`src/rtl/mpmc9_rcache_fill_pkg.sv`:
```
// Shared types and constants for the mpmc9 read-cache fill feeder.
//   rcache_fill_t        : one queued fill (line tag, line data, kill flag)
//   rcache_fill_state_t  : feeder FSM states (RUN / FLUSH sweep)
//   RCACHE_LINES         : default number of cache lines (index = adr[13:4])
//   RCACHE_FIFO_DEPTH    : default fill queue depth
package mpmc9_rcache_fill_pkg;

  localparam int unsigned RCACHE_LINES      = 1024;
  localparam int unsigned RCACHE_FIFO_DEPTH = 4;

  typedef struct packed {
    logic [27:0]  tag;
    logic [127:0] dat;
    logic         kill;
  } rcache_fill_t;

  typedef enum logic {RCF_RUN, RCF_FLUSH} rcache_fill_state_t;

endpackage

```
`src/rtl/mpmc9_rcache_fill_if.sv`:
```
// Bus bundle between the DRAM read path / channel snoops and the cache
// write port.
//   fill_v/fill_adr/fill_dat/fill_rdy : 128-bit line fill handshake
//   snoop_v/snoop_adr/snoop_rdy       : committed channel write snoop
//   wr/wadr/wdat/inv                  : cache write port (registered)
// Modports: master = traffic source / cache side, slave = the feeder.
interface mpmc9_rcache_fill_if;
  logic         fill_v;
  logic [31:0]  fill_adr;
  logic [127:0] fill_dat;
  logic         fill_rdy;
  logic         snoop_v;
  logic [31:0]  snoop_adr;
  logic         snoop_rdy;
  logic         wr;
  logic [31:0]  wadr;
  logic [127:0] wdat;
  logic         inv;

  modport master (
    output fill_v, fill_adr, fill_dat, snoop_v, snoop_adr,
    input  fill_rdy, snoop_rdy, wr, wadr, wdat, inv
  );

  modport slave (
    input  fill_v, fill_adr, fill_dat, snoop_v, snoop_adr,
    output fill_rdy, snoop_rdy, wr, wadr, wdat, inv
  );
endinterface

```
`src/rtl/mpmc9_rcache_fill_fifo.sv`:
```
// Fill queue for the read-cache feeder.
//   clk, rst          : clock, synchronous active-high reset
//   push, push_data   : enqueue one fill (ignored when full)
//   pop               : dequeue head (ignored when empty)
//   kill_v, kill_tag  : mark every valid entry (and a same-cycle push) with a
//                       matching tag as killed
//   kill_all          : mark every valid entry (and a same-cycle push) killed
//   head              : current head entry
//   empty, full       : occupancy flags
module mpmc9_rcache_fill_fifo
  import mpmc9_rcache_fill_pkg::*;
#(
  parameter int unsigned DEPTH = RCACHE_FIFO_DEPTH
) (
  input  logic         clk,
  input  logic         rst,
  input  logic         push,
  input  rcache_fill_t push_data,
  input  logic         pop,
  input  logic         kill_v,
  input  logic [27:0]  kill_tag,
  input  logic         kill_all,
  output rcache_fill_t head,
  output logic         empty,
  output logic         full
);

  localparam int unsigned AW = $clog2(DEPTH);

  rcache_fill_t   mem_q [DEPTH];
  rcache_fill_t   mem_d [DEPTH];
  logic [AW-1:0]  wp_q, wp_d, rp_q, rp_d;
  logic [AW:0]    cnt_q, cnt_d;
  logic [AW-1:0]  off;
  logic           push_ok, pop_ok;

  assign empty   = (cnt_q == '0);
  assign full    = (cnt_q == (AW+1)'(DEPTH));
  assign head    = mem_q[rp_q];
  assign push_ok = push && !full;
  assign pop_ok  = pop && !empty;

  always_comb begin
    mem_d = mem_q;
    wp_d  = wp_q;
    rp_d  = rp_q;
    off   = '0;
    // Slot i is occupied when its distance from the read pointer is below the count.
    for (int unsigned i = 0; i < DEPTH; i++) begin
      off = AW'(i) - rp_q;
      if (({1'b0, off} < cnt_q) &&
          (kill_all || (kill_v && (mem_q[i].tag == kill_tag)))) begin
        mem_d[i].kill = 1'b1;
      end
    end
    if (push_ok) begin
      mem_d[wp_q]      = push_data;
      mem_d[wp_q].kill = push_data.kill || kill_all ||
                         (kill_v && (push_data.tag == kill_tag));
      wp_d             = wp_q + 1'b1;
    end
    if (pop_ok) begin
      rp_d = rp_q + 1'b1;
    end
    cnt_d = cnt_q + (AW+1)'(push_ok) - (AW+1)'(pop_ok);
  end

  always_ff @(posedge clk) begin
    if (rst) begin
      mem_q <= '{default: '0};
      wp_q  <= '0;
      rp_q  <= '0;
      cnt_q <= '0;
    end else begin
      mem_q <= mem_d;
      wp_q  <= wp_d;
      rp_q  <= rp_d;
      cnt_q <= cnt_d;
    end
  end

endmodule

```
`src/rtl/mpmc9_rcache_fill.sv`:
```
// Write-side feeder for the mpmc9 eight-port read cache. Queues line fills,
// snoops committed channel writes and drives the cache write port so that a
// queued fill never re-validates a line a later write has made stale.
//   wclk, rst    : clock (shared with cache write port), sync active-high reset
//   bus (slave)  : fill handshake, snoop handshake, wr/wadr/wdat/inv outputs
//   busy         : queue non-empty, snoop pending or sweep in progress
//   flush        : (MPMC9_RCACHE_FLUSH_EN) request a full invalidate sweep
//   flush_busy   : (MPMC9_RCACHE_FLUSH_EN) sweep in progress
// Optional feature macro: MPMC9_RCACHE_FLUSH_EN.
module mpmc9_rcache_fill
  import mpmc9_rcache_fill_pkg::*;
#(
  parameter int unsigned FIFO_DEPTH = RCACHE_FIFO_DEPTH,
  parameter int unsigned LINES      = RCACHE_LINES
) (
  input  logic               wclk,
  input  logic               rst,
  mpmc9_rcache_fill_if.slave bus,
  output logic               busy
`ifdef MPMC9_RCACHE_FLUSH_EN
  ,
  input  logic               flush,
  output logic               flush_busy
`endif
);

  logic         snoop_pend_q, snoop_pend_d;
  logic [27:0]  snoop_line_q, snoop_line_d;
  logic         wr_q, wr_d, inv_q, inv_d;
  logic [31:0]  wadr_q, wadr_d;
  logic [127:0] wdat_q, wdat_d;

  logic         snoop_acc, push, pop, head_kill;
  logic         fifo_empty, fifo_full;
  logic [27:0]  snoop_tag;
  rcache_fill_t head, push_data;
  logic         flush_start, in_flush;
  logic [31:0]  sweep_adr;
  logic         unused_lsbs;

  assign unused_lsbs = ^{bus.fill_adr[3:0], bus.snoop_adr[3:0]};

  assign snoop_tag = bus.snoop_adr[31:4];
  assign snoop_acc = bus.snoop_v && !snoop_pend_q;
  assign push      = bus.fill_v && !fifo_full;
  assign push_data = '{tag: bus.fill_adr[31:4], dat: bus.fill_dat, kill: 1'b0};
  // A snoop accepted this cycle must also stop the head being written now.
  assign head_kill = head.kill || (snoop_acc && (head.tag == snoop_tag));

  mpmc9_rcache_fill_fifo #(.DEPTH(FIFO_DEPTH)) u_fifo (
    .clk       (wclk),
    .rst       (rst),
    .push      (push),
    .push_data (push_data),
    .pop       (pop),
    .kill_v    (snoop_acc),
    .kill_tag  (snoop_tag),
    .kill_all  (flush_start),
    .head      (head),
    .empty     (fifo_empty),
    .full      (fifo_full)
  );

`ifdef MPMC9_RCACHE_FLUSH_EN
  localparam int unsigned IDXW = $clog2(LINES);

  rcache_fill_state_t state_q, state_d;
  logic [IDXW-1:0]    cnt_q, cnt_d;

  always_ff @(posedge wclk) begin
    if (rst) begin
      state_q <= RCF_RUN;
      cnt_q   <= '0;
    end else begin
      state_q <= state_d;
      cnt_q   <= cnt_d;
    end
  end

  always_comb begin
    state_d = state_q;
    cnt_d   = cnt_q;
    case (state_q)
      RCF_RUN: begin
        if (flush) begin
          state_d = RCF_FLUSH;
          cnt_d   = '0;
        end
      end
      RCF_FLUSH: begin
        cnt_d = cnt_q + 1'b1;
        if (cnt_q == IDXW'(LINES - 1)) begin
          state_d = RCF_RUN;
        end
      end
      default: state_d = RCF_RUN;
    endcase
  end

  assign flush_start = (state_q == RCF_RUN) && flush;
  assign in_flush    = (state_q == RCF_FLUSH);
  assign flush_busy  = in_flush;
  assign sweep_adr   = {{(28-IDXW){1'b0}}, cnt_q, 4'h0};
`else
  logic [31:0] unused_lines;

  assign unused_lines = 32'(LINES);
  assign flush_start  = 1'b0;
  assign in_flush     = 1'b0;
  assign sweep_adr    = '0;
`endif

  // Output arbiter: sweep, then pending snoop, then queue head.
  always_comb begin
    wr_d         = 1'b0;
    inv_d        = 1'b0;
    wadr_d       = wadr_q;
    wdat_d       = wdat_q;
    pop          = 1'b0;
    snoop_pend_d = snoop_pend_q;
    snoop_line_d = snoop_line_q;
    if (snoop_acc) begin
      snoop_pend_d = 1'b1;
      snoop_line_d = snoop_tag;
    end
    if (in_flush) begin
      inv_d  = 1'b1;
      wadr_d = sweep_adr;
    end else if (flush_start) begin
      // Sweep entry cycle: queue is being killed, pending snoop waits.
      inv_d = 1'b0;
    end else if (snoop_pend_q) begin
      inv_d        = 1'b1;
      wadr_d       = {snoop_line_q, 4'h0};
      snoop_pend_d = 1'b0;
    end else if (!fifo_empty) begin
      pop = 1'b1;
      if (!head_kill) begin
        wr_d   = 1'b1;
        wadr_d = {head.tag, 4'h0};
        wdat_d = head.dat;
      end
    end
  end

  always_ff @(posedge wclk) begin
    if (rst) begin
      snoop_pend_q <= 1'b0;
      snoop_line_q <= '0;
      wr_q         <= 1'b0;
      inv_q        <= 1'b0;
      wadr_q       <= '0;
      wdat_q       <= '0;
    end else begin
      snoop_pend_q <= snoop_pend_d;
      snoop_line_q <= snoop_line_d;
      wr_q         <= wr_d;
      inv_q        <= inv_d;
      wadr_q       <= wadr_d;
      wdat_q       <= wdat_d;
    end
  end

  assign bus.fill_rdy  = !fifo_full;
  assign bus.snoop_rdy = !snoop_pend_q;
  assign bus.wr        = wr_q;
  assign bus.inv       = inv_q;
  assign bus.wadr      = wadr_q;
  assign bus.wdat      = wdat_q;
  assign busy          = !fifo_empty || snoop_pend_q || in_flush;

endmodule

```
`src/flat_wrapper.sv`:
```
// flat-port wrapper written by rule: the top's interface ports become plain ports
module mpmc9_rcache_fill_flat import mpmc9_rcache_fill_pkg::*;
#(
  parameter int unsigned FIFO_DEPTH = RCACHE_FIFO_DEPTH,
  parameter int unsigned LINES      = RCACHE_LINES
)
  (wclk, rst, busy, bus_fill_v, bus_fill_adr, bus_fill_dat, bus_snoop_v, bus_snoop_adr, bus_fill_rdy, bus_snoop_rdy, bus_wr, bus_wadr, bus_wdat, bus_inv);
  mpmc9_rcache_fill_if bus_i ();
  input  logic wclk;
  input  logic rst;
  output logic busy;
  input wire logic [$bits(bus_i.fill_v)-1:0] bus_fill_v;
  input wire logic [$bits(bus_i.fill_adr)-1:0] bus_fill_adr;
  input wire logic [$bits(bus_i.fill_dat)-1:0] bus_fill_dat;
  input wire logic [$bits(bus_i.snoop_v)-1:0] bus_snoop_v;
  input wire logic [$bits(bus_i.snoop_adr)-1:0] bus_snoop_adr;
  output wire logic [$bits(bus_i.fill_rdy)-1:0] bus_fill_rdy;
  output wire logic [$bits(bus_i.snoop_rdy)-1:0] bus_snoop_rdy;
  output wire logic [$bits(bus_i.wr)-1:0] bus_wr;
  output wire logic [$bits(bus_i.wadr)-1:0] bus_wadr;
  output wire logic [$bits(bus_i.wdat)-1:0] bus_wdat;
  output wire logic [$bits(bus_i.inv)-1:0] bus_inv;
  assign bus_i.fill_v = bus_fill_v;
  assign bus_i.fill_adr = bus_fill_adr;
  assign bus_i.fill_dat = bus_fill_dat;
  assign bus_i.snoop_v = bus_snoop_v;
  assign bus_i.snoop_adr = bus_snoop_adr;
  assign bus_fill_rdy = bus_i.fill_rdy;
  assign bus_snoop_rdy = bus_i.snoop_rdy;
  assign bus_wr = bus_i.wr;
  assign bus_wadr = bus_i.wadr;
  assign bus_wdat = bus_i.wdat;
  assign bus_inv = bus_i.inv;
  mpmc9_rcache_fill #(.FIFO_DEPTH(FIFO_DEPTH), .LINES(LINES)) u_core (.wclk(wclk), .rst(rst), .bus(bus_i), .busy(busy));
endmodule
```
`config.mk`:
```
export PLATFORM = sky130hd
export DESIGN_NAME = mpmc9_rcache_fill_flat
export DESIGN_NICKNAME = d
export VERILOG_FILES = /design/src/rtl/mpmc9_rcache_fill_pkg.sv /design/src/rtl/mpmc9_rcache_fill_if.sv /design/src/rtl/mpmc9_rcache_fill_fifo.sv /design/src/rtl/mpmc9_rcache_fill.sv /design/src/flat_wrapper.sv
export SDC_FILE = /design/constraint.sdc
export NUM_CORES = 2
export LEC_CHECK = 0
export CELL_PAD_IN_SITES_DETAIL_PLACEMENT = 1
export CELL_PAD_IN_SITES_GLOBAL_PLACEMENT = 1
export CORE_MARGIN = 2
export CORE_UTILIZATION = 48
export DETAILED_ROUTE_END_ITERATION = 12
export DONT_BUFFER_PORTS = 1
export PLACE_DENSITY_LB_ADDON = 0.3
export SLEW_MARGIN = 0
export SYNTH_ARGS = -nofsm -noshare
export SYNTH_HDL_FRONTEND = slang
export SYNTH_SLANG_ARGS = --single-unit
```
`constraint.sdc`:
```
create_clock -name wclk -period 3 [get_ports wclk]
set_input_delay 0.6 -clock wclk [delete_from_list [all_inputs] [get_ports wclk]]
set_output_delay 0.6 -clock wclk [all_outputs]
set_load 0.02 [all_outputs]
```
# Yosys cells after proc, flatten, opt, wreduce, memory -nomap -nowiden
# Index checks and enable logic that the tools add are counted.
# totals
regBits	822
elab_cells	97
# classes
n_addsub	8
order_cmp	7
eq_ne	9
mux	22
n_bitwise	5
reduce_logical	25
# op_table
op	n
$bwmux W628	2
$demux W157 S2	2
$mux W472	1
$mux W157	3
$bmux W157 S2	1
$eq A28 B28 Y1	6
$mux W32	3
$logic_and A1 B1 Y1	15
$lt A2 B3 Y1	4
$mux W1	10
$ge A3 B3 Y1 const B	2
$not A2 Y3	2
$add A2 B1 Y2 const B	2
$ne A2 B1 Y1 const B	2
$sub A1 B2 Y2 const A	2
$sub A2 B2 Y2 const A	2
$add A3 B1 Y3	1
$eq A3 B3 Y1 const B	1
$logic_not A1 Y1	3
$logic_not A3 Y1	1
$lt A3 B1 Y1 const B	1
$not A1 Y1	3
$reduce_and A3 Y1	1
$reduce_or A3 Y1	1
4 further kinds	5

# Longest topological paths before layout
# logic_depth
ltp_word	10
depth_mapped	13
depth_no_buf	11

# By module
# Synthesis repeated with hierarchy kept, for this count alone.
# hier_totals
cells_unflattened	3917
hier_area_um2	34844.7
# modules_own_cells
mod	n_inst	cells_per_inst	area_per_inst_um2
mpmc9_rcache_fill_fifo	1	3199	27566.4
mpmc9_rcache_fill	1	718	7278.2

# Worst setup path before layout
# No wires, ideal clock.
# synth_timing
path_kind	register -> register
from	reg u_core.u_fifo.rp_q[0]
to	reg u_core.u_fifo.mem_q[157] in the netlist's numbering
setup_ns	0.086
arrival_ns	2.692
slack_ns	0.222
stages_incl_launch_ff	13
period_less_slack_ns	2.778
cell_sequence	dfxtp_1 buf_2 buf_4 buf_4 clkbuf_1 clkbuf_1 xnor2_1 ha_1 a21oi_1 o21ai_0 nor4_1 a211oi_1 a211oi_1
# synth_between
elab_chain_cells	7
# synth_lines
item	line	text
start, declared	mpmc9_rcache_fill_fifo.sv:32	logic [AW-1:0] wp_q, wp_d, rp_q, rp_d;
start signal, assigned	mpmc9_rcache_fill_fifo.sv:77	rp_q <= rp_d;
$sub A2 B2 Y2 *	mpmc9_rcache_fill_fifo.sv:50	off = AW'(i) - rp_q;
$lt A2 B3 Y1 *	mpmc9_rcache_fill_fifo.sv:51	if (({1'b0, off} < cnt_q) &&
$logic_and A1 B1 Y1 *	mpmc9_rcache_fill_fifo.sv:51	
$mux W1 *	mpmc9_rcache_fill_fifo.sv:51	
$bwmux W628	mpmc9_rcache_fill_fifo.sv:57	mem_d[wp_q] = push_data;
$bwmux W628	mpmc9_rcache_fill_fifo.sv:58	mem_d[wp_q].kill = push_data.kill || kill_all ||
$mux W472 *	mpmc9_rcache_fill_fifo.sv:56	if (push_ok) begin
end signal, assigned	mpmc9_rcache_fill_fifo.sv:75	mem_q <= mem_d;
end, declared	mpmc9_rcache_fill_fifo.sv:30	rcache_fill_t mem_q [DEPTH];
# Mark *: on every way between the ends. The rest lies on a longest branch, timed or not.
# A chain may end at the register's enable or synchronous reset.

# Final worst setup path
# layout_timing
from	reg u_core.u_fifo.rp_q[1]
to	reg u_core.wdat_q[36] (netlist: u_core.bus.wdat[36])
# layout_between
elab_chain_cells	9
# layout_lines
item	line	text
$not A2 Y3 (not written as such) *	mpmc9_rcache_fill_fifo.sv:39	assign head = mem_q[rp_q];
$bmux W157 S2 *	mpmc9_rcache_fill_fifo.sv:39	
$mux W157 (not written as such) * (2 in series)	mpmc9_rcache_fill_fifo.sv:39	
$eq A28 B28 Y1	mpmc9_rcache_fill.sv:48	assign head_kill = head.kill || (snoop_acc && (head.tag == snoop_tag));
$logic_and A1 B1 Y1	mpmc9_rcache_fill.sv:48	
$logic_or A1 B1 Y1	mpmc9_rcache_fill.sv:48	
$not A1 Y1 (no source line)	n/a	
$reduce_and A3 Y1 (no source line)	n/a	
end signal, assigned	mpmc9_rcache_fill.sv:160	wdat_q <= wdat_d;
end, declared	mpmc9_rcache_fill.sv:31	logic [127:0] wdat_q, wdat_d;
# Mark *: on every way between the ends. The rest lies on a longest branch, timed or not. The select of a mux whose other input is x is not followed.

==> results.yml <==
detailed_routing:
  wirelength_mm: 117
  avgViaCountPerCell: 6.01
  ant_nets: 0
  initialDrtViolationCount: 2363
  drt_pass1_iterations: 5
  vias: 29850
  wire_per_inst_um: 23.6
  drcViolationCount: 0
global_route:
  grt_pass1_wl_mm: 181
  grt_max_degree: 823
  grt_pass1_vias: 31118
  antenna_found_initial: 0
  grtUsageTotal_pct: 30.6
  grt-ovfl-total: 0
critical_path:
  startpoint: "u_core.u_fifo.rp_q[1]"
  rrSetupSlack_ps: 30
  crit_end: "u_core.bus.wdat[36]"
  cp_common_cell: "buf_12"
  critPathKind: "reg2reg"
  start_kind: "flop"
  worstPathMaxFanout: 59
  slowest_delay_ps: 620
  path_cells: "buf_12 > mux4_1 > xnor2_1 > buf_4 > nand4_1 > nor3_2 > and4_4 > buf_12 > o21ai_0 > a21oi_1"
  arrival_ps: 3460
  r2r_cells: 10
  regToRegEndpoint: "u_core.bus.wdat[36]"
  endpoint_kind: "flop"
  critPathRequiredTime_ps: 3500
  r2r_start: "u_core.u_fifo.rp_q[1]"
  cpMaxStageDelayCell: "mux4_1"
synth:
  synth_area_um2: 35000
  synth-seq-cells: 822
  synth_warnings: 0
  synth-edff-count: 0
  syn-mean-instance-area_um2: 8.41
  synth_top_area_share_pct: 47.0
  async_flop_share_pct: 0
  synth_area_leader_cell: "dfxtp_1"
  netlist-cell-type-count: 50
  netlist_instances: 4160
  synth_flop_cell: "dfxtp_1"
  yosys-top-cells-area: "dfxtp_1 47%, nand2_1 14%, a21oi_1 11%, mux4_2 9.0%, clkbuf_1 3.1%"
  synth-seq-area-share_pct: 47.0
clocking:
  clock_latency_ps: 650
  hold_buffers: 0
  clk_pin_slew_ps: 60
  clk_path_buf_depth: 3
  tritoncts: "done"
  htree_levels: 3
  cts_made_buffers: 87
  cts.sinks: 822
  cts-root-buf: "clkbuf_16"
pwr:
  ir_drop_v: 0.000598
  p_total_mw: 31.1
  powerDensity_nw_per_um2: 807
  p_leak_nw: 12.8
cells_and_area:
  multi_input_area_um2: 16900
  drive_above_1_share_pct: 9.80
  register_area_um2: 16500
  area_growth_syn_to_layout_pct: 10.2
  final_nets: 4161
  fin_util_pct: 53.7
  nFillCells: 8393
status:
  violations: "max-slew violations"
  status: "complete, but fails checks"
place:
  finalWeightedCongestion: 0.961
  post-dp-hpwl_mm: 70.2
  io_buffers: 0
timing:
  min_period_over_period_pct: 98.9
  hold_viol: 0
  slew_viol_final: 367
  finalSetupViolCount: 0
  final.setup_skew_ps: 33.0
  relSlewSlack_pct: -65.2
  period_needed_ps: 2970
  rsz0062_at_grt: "true"
  fmax_mhz: 337
  tightest_slew_ps: 2480
hold_path:
  hp-class: "in2reg"
die:
  die_area_um2: 75100
  io_pins: 361
  start_util_pct: 48.7
  die_h_um: 274
  fp.coreArea_um2: 71900
  die_width_um: 274
  rows: 98
run:
  maxCapViolCount: 0
## synthesized netlist by cell type (all sizes together) (2+ instances only)
master  instances
a221oi         29
dfxtp         822
nand2b          2
xor2          107
or2             2
nand2        1322
mux2i          10
nor2           18
and3            4
nand3         130
clkbuf        293
ha             10
mux4          150
a31oi          24
o21ai         161
xnor2          65
a21oi         793
inv            40
nor4           31
nor2b           3
and4            2
a211oi          6
nand4          20
a41oi           4
buf            89
nor3            9
mux2            5
## power by group
group          total, mW  internal [mW]  leakage [nW]  switching (mW)
Clock               10.7           6.08          1.37            4.62
Combinational       7.49           2.80          4.72            4.70
Sequential          12.9           11.9          6.67            1.00
Total               31.1           20.8          12.8            10.3
## how the worst min path moves through the flow
stage | endpoint | start | slack [ps] | depth (start not counted)
2_1_floorplan | flop | flop | 430 | 2
3_3_place_gp | flop | flop | 440 | 2
3_5_place_dp | flop | flop | 450 | 2
4_1_cts | flop | rst | 30 | 1
5_1_grt | flop | rst | 60 | 1
6_report | flop | rst | 50 | 1
## worst max-delay path: cells and delay by family (launching register included)
| family | cells | cell delay [ps] |
|---|---|---|
| muxes | 1 | 620 |
| xor gates and xnor gates | 1 | 220 |
| buffers and inverters | 3 | 540 |
| and+or+nand+nor | 3 | 590 |
| DFF | 1 | 390 |
| AOI/OAI and AO/OA | 2 | 370 |
## what timing repair did
item                                   in CTS  in global routing
endpoints found under the hold margin       0                  0
setup buffers                               3                  3
setup endpoints to repair                  73                154
resized for setup                           1                  2
## cell families (layout without fill, tap and decap cells)
family	after synthesis	in the layout	synth area share, %
AOI/OAI and AO/OA	1023	1023	15.4
other	1	5	0.0107
and+or+nand+nor	1544	1544	17.6
muxes	165	165	10.2
buffers and inverters	422	278	5.03
adders and majority gates	11	11	0.415
DFF	822	822	47.0
xor gates and xnor gates	172	172	4.31
## placed cells by master, fill, tap and decap left out, types with 19 or more instances in the layout
cell       instances
o21ai_1           25
inv_1             39
nand4_1           20
mux4_2           140
dfxtp_1          819
o21ai_0          136
clkbuf_16         88
a31oi_1           24
clkbuf_8          19
a21oi_1          793
xnor2_1           65
nor4_1            31
clkbuf_1          24
buf_12            35
buf_4             46
nand2_1         1317
nand3_1          130
xor2_1           107
## layout make-up
cell class,count,area share (%)
inverter,40,0.389
timing repair buffer,84,2.85
sequential,822,42.7
antenna,1,0.00649
tap,950,3.08
multi-input combinational,2919,43.7
clock buffer,131,6.62
clock inverter,23,0.617
## through the flow
step                worst slack (ps)  TNS (ps)  std cells  hold WS (ps)  cell area (um2)
floorplan                        222         0       4163           433            35000
CTS                             35.7         0       4966          33.0            38500
global placement                23.3         0       4809           438            35700
detailed placement             -74.4      -772       4809           446            35700
finish                          33.8         0       4970          54.7            38600
global route                   -2.51     -2.51       4969          60.0            38500
## layer usage
metal | track usage, % | vias up | routed length [um]
met5 | 0 | - | 0
met4 | 11.7 | 0 | 4120
met3 | 6.56 | 229 | 8180
met2 | 52.1 | 849 | 57100
met1 | 38.0 | 15102 | 47900
li1 | - | 13670 | -
(Power assumes the default switching activity.)
